**src/rtl/wb_slave_regs.sv**
```systemverilog
// Wishbone register slave: six RW registers, an access counter and a constant ID word
// behind a fixed-latency IDLE/WAIT/RESP handshake.
module wb_slave_regs #(
  parameter int              dw          = 32,
  parameter int              aw          = 32,
  parameter logic [aw-1:0]   BASE_ADDR   = 32'h4000_0000,
  parameter int              WAIT_STATES = 1,
  parameter logic [dw-1:0]   ID_VALUE    = 32'hC0DE_0001
) (
  input  logic          wb_clk,
  input  logic          wb_rst_n,
  input  logic [aw-1:0] wb_adr_i,
  input  logic [dw-1:0] wb_dat_i,
  input  logic [3:0]    wb_sel_i,
  input  logic          wb_we_i,
  input  logic          wb_cyc_i,
  input  logic          wb_stb_i,
  output logic [dw-1:0] wb_dat_o,
  output logic          wb_ack_o,
  output logic          wb_err_o,
  output logic [dw-1:0] ctrl_o
);

  localparam int         NB    = (dw / 8 < 4) ? dw / 8 : 4;
  localparam logic [3:0] WS_LD = (WAIT_STATES > 0) ? 4'(WAIT_STATES - 1) : 4'd0;

  typedef enum logic [1:0] {IDLE, WAIT, RESP} state_t;

  state_t               state;
  logic [3:0]           wcnt;
  logic [5:0][dw-1:0]   rw;
  logic [dw-1:0]        acc_cnt;
  logic [dw-1:0]        rdata, wmask;
  logic [2:0]           idx;
  logic                 req, hit, go;
  logic                 unused_adr;

  assign req        = wb_cyc_i & wb_stb_i;
  assign hit        = (wb_adr_i[aw-1:5] == BASE_ADDR[aw-1:5]);
  assign idx        = wb_adr_i[4:2];
  assign unused_adr = ^wb_adr_i[1:0];
  assign ctrl_o     = rw[0];

  // Termination is committed on the edge that enters RESP.
  assign go = req & (((state == IDLE) && (WAIT_STATES == 0)) ||
                     ((state == WAIT) && (wcnt == 4'd0)));

  always_comb begin
    wmask = '0;
    for (int b = 0; b < NB; b++)
      if (wb_sel_i[b]) wmask[8*b +: 8] = 8'hFF;
  end

  always_comb begin
    case (idx)
      3'd6:    rdata = acc_cnt;
      3'd7:    rdata = ID_VALUE;
      default: rdata = rw[idx];
    endcase
  end

  always_ff @(posedge wb_clk or negedge wb_rst_n) begin
    if (!wb_rst_n) begin
      state    <= IDLE;
      wcnt     <= '0;
      rw       <= '0;
      acc_cnt  <= '0;
      wb_dat_o <= '0;
      wb_ack_o <= 1'b0;
      wb_err_o <= 1'b0;
    end else begin
      wb_ack_o <= 1'b0;
      wb_err_o <= 1'b0;
      if (go) begin
        state    <= RESP;
        wb_ack_o <= hit;
        wb_err_o <= ~hit;
        wb_dat_o <= hit ? rdata : '0;
        if (hit) begin
          acc_cnt <= acc_cnt + 1'b1;
          if (wb_we_i && idx < 3'd6)
            rw[idx] <= (rw[idx] & ~wmask) | (wb_dat_i & wmask);
        end
      end else begin
        case (state)
          IDLE: if (req) begin
            wcnt  <= WS_LD;
            state <= WAIT;
          end
          WAIT: begin
            if (!req) state <= IDLE;
            else      wcnt  <= wcnt - 4'd1;
          end
          default: state <= IDLE;
        endcase
      end
    end
  end

endmodule

```
**config.mk**
```make
export PLATFORM = sky130hd
export DESIGN_NAME = wb_slave_regs
export DESIGN_NICKNAME = d
export VERILOG_FILES = /design/src/rtl/wb_slave_regs.sv
export SDC_FILE = /design/constraint.sdc
export NUM_CORES = 1
export LEC_CHECK = 0
export BUFFER_PORTS_ARGS = -buffer_cell sky130_fd_sc_hd__buf_2
export CORE_MARGIN = 5
export CORE_UTILIZATION = 30
export CTS_CLUSTER_DIAMETER = 60
export DETAILED_ROUTE_END_ITERATION = 12
export PLACE_DENSITY = 0.59
export SKIP_LAST_GASP = 1
export SYNTH_ARGS = -nofsm -noshare
export SYNTH_HDL_FRONTEND = slang
export SYNTH_SLANG_ARGS = --single-unit
```
**constraint.sdc**
```tcl
create_clock -name wb_clk -period 1.95 [get_ports wb_clk]
set_input_delay 0.195 -clock wb_clk [delete_from_list [all_inputs] [get_ports wb_clk]]
set_output_delay 0.195 -clock wb_clk [all_outputs]
set_load 0.03 [all_outputs]
```
**Yosys cells after proc, flatten, opt, wreduce, memory -nomap -nowiden**

Index checks and enable logic that the tools add are counted.

- Word-level logic and storage cells: 63
- Memory bits (read-only): 0
- Bits in latches: 0
- Bits of input ports: 73
- Memories: 0
- Bits in writable memories: 0
- Register bits after elaboration: 264

- Bitwise logic cells: 8
- Divide/modulo/power cells: 0
- Reduce and logical (&&, ||, !) cells: 10
- Order comparisons: 3
- Shifts and indexed selects: 0
- Add/sub/neg operators: 2
- Eq/ne operators: 8
- Mux-type cells: 20
- Multiply operators: 0

Operators with widths:

| cell | count |
|---|---|
| bitwise mux 192 bit | 1 |
| binary-select mux 32 bit (select 3 bit) | 1 |
| demux 32 bit (select 3 bit) | 1 |
| 2-to-1 mux 32 bit | 3 |
| AND 32 bit | 2 |
| case mux 32 bit (2 select lines) | 1 |
| adder 32 x 1 -> 32 bit (second input constant) | 1 |
| 2-to-1 mux 8 bit | 4 |
| NOT 32 bit | 1 |
| bitwise OR 32 bit | 1 |
| == test 27 x 26 -> 1 bit (second input constant) | 1 |
| 2-to-1 mux 4 bit | 2 |
| case mux 4 bit (2 select lines) | 1 |
| == test 3 bit (second input constant) | 2 |
| 2-to-1 mux 2 bit | 3 |
| inequality test 3 bit (second input constant) | 2 |
| zero test 4 bit | 1 |
| < comparator 3 x 4 -> 1 bit (second input constant) | 1 |
| inequality test 2 bit (second input constant) | 2 |
| case mux 2 bit (2 select lines) | 1 |
| AND reduction 2 bit | 2 |
| AND reduction 4 bit | 1 |
| subtractor 4 x 1 -> 4 bit (second input constant) | 1 |
| greater-or-equal comparator 3 x 1 -> 1 bit (second input constant) | 1 |
| other kinds (9) | 14 |

**Longest topological paths before layout**

- Depth after elaboration: 5
- Mapped depth: 11

**Least setup slack after synthesis**

OpenSTA, ideal clock, no wires.

- Kind: register to register
- Start point: register wcnt[0]
- End point: register acc_cnt[13]
- Data arrival time: 1.713 ns
- Stages on the path, launching flop included: 10
- Data required time: 1.827 ns
- Slack: 0.114 ns
- Period minus slack after synthesis: 1.836 ns
- Setup time: 0.123 ns
- Cell sequence: dfrtp_1 > inv_1 > ha_1 > and4b_1 > nand2_2 > inv_4 > and3_1 > buf_2 > nand4_1 > xnor2_1

- Word-level cells in the longest chain between the ends: 4

Ends and longest elaborated chain:

| what | RTL line | text |
|---|---|---|
| start: declaration | 30 | `logic [3:0] wcnt;` |
| start signal: assignment | 92 | `else wcnt <= wcnt - 4'd1;` |
| zero test 4 bit | 46 | `((state == WAIT) && (wcnt == 4'd0)));` |
| logical AND 1 bit | 46 |  |
| AND 1 bit | 45 | `assign go = req & (((state == IDLE) && (WAIT_STATES == 0)) \|\|` |
| AND reduction 2 bit (no source line) | n/a |  |
| end signal: assignment | 80 | `acc_cnt <= acc_cnt + 1'b1;` |
| end: declaration | 32 | `logic [dw-1:0] acc_cnt;` |

No other way between the ends.
A chain may end at the register's enable or synchronous reset.

**Worst setup path after layout**

- Start point: register wcnt[0]
- End point: register acc_cnt[24]

The elaborated chain is that of the path after synthesis.

==> flow_summary.json <==
{
  "cts.sinks": 264,
  "maxCapViolCount": 0,
  "swShare": 0.232,
  "htreeDepth": 1,
  "synth-edff-count": 0,
  "yosysTopAreaCell": "dfrtp_1",
  "crit_top_cell": "nand4_1",
  "grt_max_degree": 65,
  "combPwrFrac": 0.063,
  "fp.dieW_um": 212,
  "clock_path_buffers": 3,
  "rsz0062_at_grt": "true",
  "ant_nets": 0,
  "cp.required_ps": 2400,
  "p_per_area_nw_per_um2": 780,
  "synth_top_cell_area_share": 0.540,
  "finalMaxSlewViolations": 0,
  "synth_cells": 1223,
  "first_global_vias": 9079,
  "seq_area_sq_um": 6610,
  "clock-skew-final_ps": 22.1,
  "grt_pass1_wl_um": 52000,
  "synth_area_sq_um": 12200,
  "worstPathArrival_ps": 2380,
  "antenna_found_initial": 1,
  "status": "completed",
  "via_count": 9437,
  "intPower_mw": 8.95,
  "cts_root_buffer": "clkbuf_16",
  "leakage_nw": 7.04,
  "cts_tree": "yes",
  "peakVddDrop_uv": 651,
  "area_growth_pct": 22.0,
  "synth_ff_type": "dfrtp_1",
  "yosysUniqueCellTypes": 47,
  "layoutNonFillerInstCount": 1916,
  "cp-start-kind": "flop",
  "syn_avg_cell_area_sq_um": 10.0,
  "crit_chain": "inv_2, ha_4, and4b_2, nand4_1, nor4_4, buf_4, nand4_1, xnor2_1",
  "hold_path.class": "in2reg",
  "numCtsBuffers": 28,
  "insertion_delay_ps": 560,
  "synthArstFlopShare": 1.00,
  "fillers": 4073,
  "drtIter0Drc": 511,
  "gr-total-overflow": 0,
  "drc": 0,
  "place_inst": 1862,
  "layout_min_cycle_time_ps": 1930,
  "drt_wl_total_um": 34600,
  "seq_area_frac_synth": 0.540,
  "drtPass1Iterations": 7,
  "finalSetupViolations": 0,
  "post_drt_via_cell_ratio": 4.93,
  "grt_usage": 0.146,
  "core_region_area_sq_um": 40600,
  "pwr-share-seq": 0.474,
  "start_util": 0.301,
  "dieHeight_um": 212,
  "yosysMostFrequentCell": "dfrtp_1",
  "ys_top_cells_by_count": "264 x dfrtp_1, 236 x nand2_1, 236 x o21ai_0, 119 x mux2i_1, 50 x clkbuf_1",
  "fin_area_sq_um": 14900,
  "netlist_top_cells_area": "dfrtp_1 54%, mux2i_1 9.7%, o21ai_0 9.6%",
  "wl_per_cell_um": 18.1,
  "placed_area_sq_um": 13900,
  "clk_pin_slew_ps": 60,
  "p_sw_mw": 2.70,
  "yosysWarnings": 0,
  "nNetsFinal": 1441,
  "gp_congestion": 0.803,
  "fin_hold_ws_ps": 54.7,
  "critPathSlowestCell": "dfrtp_1",
  "relSlewSlack": 0.563,
  "worst_pin_slew_ps": 650,
  "end_kind": "flop",
  "multi_input_area_sq_um": 5050,
  "slowest_delay_ps": 390,
  "synth_seq_cells": 264,
  "clockPowerShare": 0.462,
  "drive_gt1_frac": 0.207,
  "dpl.hpwl_um": 23000,
  "max_freq_mhz": 518,
  "numPortBuffers": 136,
  "critical_path_class": "reg2reg",
  "ioPinCount": 139,
  "die_area_sq_um": 44900,
  "diodes": 0,
  "core.rowCount": 74,
  "path_max_fanout": 5,
  "timing.final.crit_share": 0.989,
  "syn-num-nets": 1299,
  "hold_viol": 0
}
## state kept, by name, summed over array words and instances (netlist names)
| name | count |
|---|---|
| ctrl_o | 32 |
| wb_err_o | 1 |
| state | 2 |
| wb_ack_o | 1 |
| acc_cnt | 32 |
| wb_dat_o | 32 |
| rw | 160 |
| wcnt | 4 |
## cells in the final DEF, fill, tap and decap left out, types with 12 or more instances in the layout
cell type	n
mux2i_1	119
dfrtp_1	264
nand3_1	18
clkbuf_16	31
nand4_1	13
nor3_1	12
buf_4	60
a21oi_1	24
o21ai_0	234
o21ai_1	16
xnor2_1	27
buf_12	21
nor2_1	35
o22a_1	23
buf_2	134
nand2_1	236
nand2b_1	12
## final timing paths
| check | start | slack, ps | endpoint | cells after the start |
|---|---|---|---|---|
| max | wcnt[0] | 20 | acc_cnt[24] | 8 |
| min | wb_dat_i[4] | 50 | rw[36] | 3 |
| max reg2reg | wcnt[0] | 20 | acc_cnt[24] | 8 |
| min reg2reg | wb_dat_o[19] | 470 | wb_dat_o[19] | 2 |
| max in group asynchronous | wb_rst_n | 1100 | rw[174] | 3 |
| min in group asynchronous | wb_rst_n | 180 | rw[128] | 2 |
## power groups by stage
stage          logic (mW)  registers (mW)  clock network (mW)
6_report            0.737            5.53                5.39
5_1_grt             0.809            5.53                5.72
4_1_cts             0.725            5.53                5.51
3_5_place_dp        0.721            5.63                   0
3_3_place_gp        0.710            5.63                   0
2_1_floorplan       0.323            5.63                   0
## cell families after synthesis
kind of cell | share of synthesized area
muxes | 0.0982
DFF | 0.540
xor gates and xnor gates | 0.0222
and+or+nand+nor | 0.145
buffers and inverters | 0.0504
AOI/OAI and AO/OA | 0.141
adders and majority gates | 0.00307
## through the flow
stage,setup TNS [ps],total power [mW],util,worst slack [ps]
floorplan,0,5.95,-,114
global placement,-70.5,6.34,0.341,-17.6
detailed placement,-592,6.35,0.341,-59.7
CTS,0,11.8,0.365,17.9
global route,-1410,12.1,0.367,-118
finish,0,11.7,0.367,20.6
## worst max-delay path: cells and delay by family (launching register included)
family,cells,cell delay (ps)
XOR/XNOR,1,140
adder cells (fa/ha/maj),1,140
buffers and inverters,2,290
flip-flops,1,390
AND/OR/NAND/NOR,4,850
## routing by layer
layer,routed length (um),vias up,GRT usage
met5,0,-,0
met4,958,0,0.0373
met3,1870,51,0.0302
met2,15900,230,0.233
met1,15800,4632,0.203
li1,-,4524,-
## layout make-up
| cell class | instances | area share |
|---|---|---|
| timing repair buffer | 221 | 0.111 |
| inverter | 5 | 0.00193 |
| sequential | 264 | 0.442 |
| clock inverter | 8 | 0.00729 |
| clock buffer | 41 | 0.0549 |
| multi-input combinational | 845 | 0.338 |
| tap | 532 | 0.0446 |
## repair_timing
item,in CTS,in global routing
resized for setup,3,11
hold endpoints to repair,91,0
endpoints found under the setup margin,30,128
setup buffers,0,1
hold buffers,1,0
gates cloned,0,3
pin swaps,0,4
Note: power is estimated with default switching activity, not from simulation.
